`src/rtl/rr_requester.sv`:
```
// Requester-side agent for a 4-way round-robin arbiter: queues local words,
// requests the bus, drives one word per grant, and flags starvation / bad grants.
module rr_requester #(
    parameter int DATA_W  = 8,
    parameter int DEPTH   = 4,
    parameter int TIMEOUT = 15
) (
    input  logic                     clk,
    input  logic                     rst_n,
    input  logic                     push_valid,
    input  logic [DATA_W-1:0]        push_data,
    output logic                     push_ready,
    output logic                     req,
    input  logic                     gnt,
    output logic                     bus_valid,
    output logic [DATA_W-1:0]        bus_data,
    output logic [$clog2(DEPTH):0]   count,
    output logic                     starve,
    output logic                     err_gnt,
    input  logic                     clr_flags
);

    localparam int PTR_W  = $clog2(DEPTH);
    localparam int CNT_W  = PTR_W + 1;
    localparam int WAIT_W = $clog2(TIMEOUT + 1);

    localparam logic [CNT_W-1:0]  DEPTH_C     = CNT_W'(DEPTH);
    localparam logic [WAIT_W-1:0] TIMEOUT_C   = WAIT_W'(TIMEOUT);
    localparam logic [WAIT_W-1:0] TIMEOUT_M1  = WAIT_W'(TIMEOUT - 1);

    logic [DATA_W-1:0] r_mem [DEPTH];
    logic [PTR_W-1:0]  r_rd_ptr;
    logic [PTR_W-1:0]  r_wr_ptr;
    logic [CNT_W-1:0]  r_count;
    logic [WAIT_W-1:0] r_wait;
    logic              r_starve;
    logic              r_err_gnt;

    logic              w_push;
    logic              w_pop;
    logic              w_req;
    logic              w_push_ready;
    logic [CNT_W-1:0]  w_count_nxt;
    logic [WAIT_W-1:0] w_wait_nxt;
    logic              w_starve_set;
    logic              w_err_set;

    // A grant for the last word drops req in that same cycle so the arbiter
    // never issues a second grant for a word already on the bus.
    assign w_push_ready = (r_count < DEPTH_C);
    assign w_req        = (r_count > {{(CNT_W-1){1'b0}}, gnt});
    assign w_pop        = gnt & (r_count != {CNT_W{1'b0}});
    assign w_push       = push_valid & w_push_ready;
    assign w_err_set    = gnt & (r_count == {CNT_W{1'b0}});

    assign push_ready = w_push_ready;
    assign req        = w_req;
    assign bus_valid  = w_pop;
    assign bus_data   = w_pop ? r_mem[r_rd_ptr] : {DATA_W{1'b0}};
    assign count      = r_count;
    assign starve     = r_starve;
    assign err_gnt    = r_err_gnt;

    // Occupancy next-state from push/pop combination.
    always_comb begin
        w_count_nxt = r_count;
        case ({w_push, w_pop})
            2'b10:   w_count_nxt = r_count + CNT_W'(1);
            2'b01:   w_count_nxt = r_count - CNT_W'(1);
            default: w_count_nxt = r_count;
        endcase
    end

    // Wait counter next-state and starvation set condition.
    always_comb begin
        w_wait_nxt   = {WAIT_W{1'b0}};
        w_starve_set = 1'b0;
        if (w_req && !gnt) begin
            if (r_wait == TIMEOUT_C) begin
                w_wait_nxt = TIMEOUT_C;
            end else begin
                w_wait_nxt = r_wait + WAIT_W'(1);
            end
            w_starve_set = (r_wait == TIMEOUT_M1);
        end else begin
            w_wait_nxt   = {WAIT_W{1'b0}};
            w_starve_set = 1'b0;
        end
    end

    // FIFO storage; cleared on reset so a stale word can never reach the bus.
    always_ff @(posedge clk or negedge rst_n) begin
        if (!rst_n) begin
            for (int i = 0; i < DEPTH; i++) begin
                r_mem[i] <= {DATA_W{1'b0}};
            end
        end else if (w_push) begin
            r_mem[r_wr_ptr] <= push_data;
        end
    end

    // Pointers and occupancy; pointers wrap naturally since DEPTH is a power of 2.
    always_ff @(posedge clk or negedge rst_n) begin
        if (!rst_n) begin
            r_rd_ptr <= {PTR_W{1'b0}};
            r_wr_ptr <= {PTR_W{1'b0}};
            r_count  <= {CNT_W{1'b0}};
        end else begin
            if (w_push) begin
                r_wr_ptr <= r_wr_ptr + PTR_W'(1);
            end
            if (w_pop) begin
                r_rd_ptr <= r_rd_ptr + PTR_W'(1);
            end
            r_count <= w_count_nxt;
        end
    end

    // Ungranted-request wait counter.
    always_ff @(posedge clk or negedge rst_n) begin
        if (!rst_n) begin
            r_wait <= {WAIT_W{1'b0}};
        end else begin
            r_wait <= w_wait_nxt;
        end
    end

    // Sticky flags; a set condition outranks a coincident clear.
    always_ff @(posedge clk or negedge rst_n) begin
        if (!rst_n) begin
            r_starve  <= 1'b0;
            r_err_gnt <= 1'b0;
        end else begin
            if (w_starve_set) begin
                r_starve <= 1'b1;
            end else if (clr_flags) begin
                r_starve <= 1'b0;
            end else begin
                r_starve <= r_starve;
            end
            if (w_err_set) begin
                r_err_gnt <= 1'b1;
            end else if (clr_flags) begin
                r_err_gnt <= 1'b0;
            end else begin
                r_err_gnt <= r_err_gnt;
            end
        end
    end

endmodule

```
`config.mk`:
```
export PLATFORM = sky130hd
export DESIGN_NAME = rr_requester
export DESIGN_NICKNAME = d
export VERILOG_FILES = /design/src/rtl/rr_requester.sv
export SDC_FILE = /design/constraint.sdc
export NUM_CORES = 1
export LEC_CHECK = 0
export CORE_MARGIN = 1
export CORE_UTILIZATION = 54
export DETAILED_ROUTE_END_ITERATION = 12
export GPL_TIMING_DRIVEN = 0
export PLACE_DENSITY_LB_ADDON = 0.1
export SLEW_MARGIN = 20
export SYNTH_ARGS = -nofsm -noshare
export SYNTH_HDL_FRONTEND = slang
export SYNTH_SLANG_ARGS = --single-unit
```
`constraint.sdc`:
```
create_clock -name clk -period 1.88 [get_ports clk]
set_input_delay 0.376 -clock clk [delete_from_list [all_inputs] [get_ports clk]]
set_output_delay 0.376 -clock clk [all_outputs]
set_load 0.02 [all_outputs]
```
==> results.json <==
{
  "vias": 1348,
  "instances_no_fill": 245,
  "syn_inst": 150,
  "cts_max_level": 2,
  "async_reset_ff_share_pct": 100,
  "power_mw": 4.77,
  "nets": 220,
  "max_freq_ghz": 0.503,
  "clk_latency_ns": 0.29,
  "p_int_mw": 3.16,
  "antenna_cells": 0,
  "peakVddDrop_uv": 1050,
  "ys_types": 29,
  "core_um2": 3800,
  "hpwl_um": 2790,
  "wl_per_cell_um": 16.7,
  "place.gp.congestion": 0.681,
  "cts_tree": "yes",
  "ant_nets": 0,
  "syn_to_final_growth_pct": 26.6,
  "max_cap_viol_count": 0,
  "synth_nets": 172,
  "vias_per_cell": 5.50,
  "cts.sinks": 45,
  "netlist_area_um2": 2210,
  "endpoint_kind": "output port",
  "die_x_um": 66.0,
  "cts-root-buf": "clkbuf_8",
  "cp-start-kind": "register",
  "port_buffers": 28,
  "critPathBufInv": 2,
  "p_clk_share_pct": 11.4,
  "drt_iter0_drc": 83,
  "gr-total-overflow": 0,
  "start_util_pct": 58.2,
  "clk_pin_slew_ns": 0.08,
  "seq_area_frac_synth_pct": 51.0,
  "slew_headroom_pct": 79.6,
  "finalSetupViolations": 8,
  "rsz0062_at_grt": "yes",
  "track_usage_pct": 22.5,
  "report.final.slew_viol_count": 0,
  "cp_cell_sequence": "buf_6 -> mux4_2 -> and2_4 -> buf_6",
  "drive_above_1_share_pct": 48.2,
  "violations": "setup timing",
  "crit_family": "multiplexers",
  "postSynthAreaPerCell_um2": 14.7,
  "drc": 0,
  "dp_slack_ns": -0.644,
  "cpPeakStageDelay_ns": 0.51,
  "synth-main-ff-cell": "dfrtp_1",
  "critPathKind": "register to output port",
  "hold_ws_ns": 0.492,
  "placed_cells": 227,
  "synth_edf_count": 0,
  "grt_pass1_vias": 1481,
  "die_h_um": 66.0,
  "final-hold-violation-count": 0,
  "max-clock-path-buffers": 2,
  "rows": 22,
  "powerDensity_nw_per_um2": 1700,
  "synth_seq_cells": 45,
  "grt_max_degree": 35,
  "tightest_slew_ns": 0.306,
  "path_max_fanout": 5,
  "p_sw_mw": 1.60,
  "slowest_stage": "mux4_2",
  "p_leak_nw": 1.27,
  "min_period_ns": 1.99,
  "holdCritPathClass": "register to register",
  "p_seq_share_pct": 35.9,
  "first_pass_iters": 4,
  "ios": 29,
  "switching_share_pct": 33.7,
  "antenna_found_initial": 0,
  "cts_made_buffers": 5,
  "ys_warn_count": 0,
  "drt-total-wl_um": 4100,
  "crit_top_cell": "buf_6",
  "fin_ws_ns": -0.109,
  "arrival_ns": 1.61,
  "clock_skew_ns": 0.00298,
  "period_share_pct": 106,
  "die-area_um2": 4350,
  "critPathRequiredTime_ns": 1.50,
  "status": "finished with violations",
  "grt_pass1_wl_um": 6970,
  "combPwrFrac_pct": 52.7
}
[logic make-up after synthesis]
group / synth area share (%)
adders and majority gates: 5.44
muxes: 26.3
buffers and inverters: 3.00
AOI/OAI and AO/OA: 2.55
xor gates and xnor gates: 2.38
DFF: 51.0
and+or+nand+nor: 9.40
[final cells by class]
type,instances,area (um2)
well taps,48,60.1
flip-flops and latches,45,1130
inverters,9,33.8
clock inverters,1,5.00
fillers,258,1000
multi-input cells,92,1050
plain buffers,3,36.3
repair buffers,42,412
clock buffers,5,68.8
[flip-flops by register name, summed over array words and instances, names as in the netlist]
name,cells
r_rd_ptr,2
r_wait,4
r_wr_ptr,2
err_gnt,1
starve,1
r_mem,32
count,3
[repair_timing]
item,4_1_cts,5_1_grt
setup endpoints to repair,12,12
hold buffers,1,0
gates resized for setup,70,10
setup buffers,10,2
cloned,1,0
pin swaps,7,4
endpoints found under the hold margin,11,0
[metrics by stage]
step,util [%],TNS [ns],instance area (um2)
after floorplan,-,0,2210
after global placement,67.2,-35.41,2550
after detailed placement,67.6,-7.50,2570
after CTS,73.7,-1.45,2800
after global routing,73.6,-1.40,2800
final,73.6,-0.750,2800
[per-layer routing]
layer	wire length, um	part of all wire (%)	global-route usage (%)	vias to the layer above
met3	96	2.3	4.14	7
met1	1750	43	27.5	694
met5	0	0	0	-
li1	-	-	-	622
met4	61	1.5	7.98	0
met2	2190	53	39.7	25
[cells in the mapped netlist (all sizes together), types with 2 or more instances]
library cell / n / area [um2]
a21oi: 2 / 10.0
and2: 8 / 50.1
buf: 3 / 27.5
dfrtp: 45 / 1130
ha: 8 / 100
inv: 9 / 33.8
mux2: 32 / 390
mux4: 8 / 180
nand2: 8 / 95.1
nand3: 3 / 15.0
nor2: 4 / 15.0
nor3: 2 / 10.0
xnor2: 4 / 35.0
xor2: 2 / 17.5
[layout by cell type (no fill, tap or decap), types with 2 or more instances in the layout]
cell	Yosys	routed
and2_4	0	8
buf_12	0	2
nand2_8	4	4
xor2_1	2	2
mux2_2	24	24
buf_4	0	10
xnor2_1	4	4
mux2_4	8	8
nor2_1	4	4
mux4_2	8	8
clkbuf_8	0	5
buf_6	2	12
dlygate4sd2_1	0	2
nand2_1	4	3
inv_2	0	3
inv_1	9	6
dfrtp_2	0	3
dfrtp_1	45	42
nor3_1	2	2
nand3_1	3	3
a21oi_1	2	2
ha_1	8	7
clkdlybuf4s50_1	0	16
[final timing paths]
check,depth (start not counted),startpoint,end,slack (ns)
max in group asynchronous,3,rst_n,r_mem[18],0.91
worst min-delay path,1,starve,starve,0.49
worst min register to register,1,starve,starve,0.49
min in group asynchronous,2,rst_n,r_wait[2],0.50
worst max register to register,8,count[2],count[2],0.06
worst max-delay path,4,r_rd_ptr[0],bus_data[5],-0.11
[worst register-to-register path: stages (launching register included)]
cell     delay [ns]
dfrtp_2        0.43
o31a_1         0.18
buf_6          0.15
ha_2           0.20
inv_2          0.04
fa_2           0.33
xor2_1         0.14
nor2_1         0.14
xnor2_1        0.13
[power by group through the flow]
stage / registers (mW) / clock network, mW / logic [mW]
global route: 1.76 / 0.590 / 2.71
CTS: 1.70 / 0.564 / 2.57
detailed placement: 1.72 / 0 / 2.20
floorplan: 1.68 / 0 / 1.57
global placement: 1.66 / 0 / 2.11
finish: 1.71 / 0.545 / 2.51
Note: power is estimated with default switching activity, not from simulation.
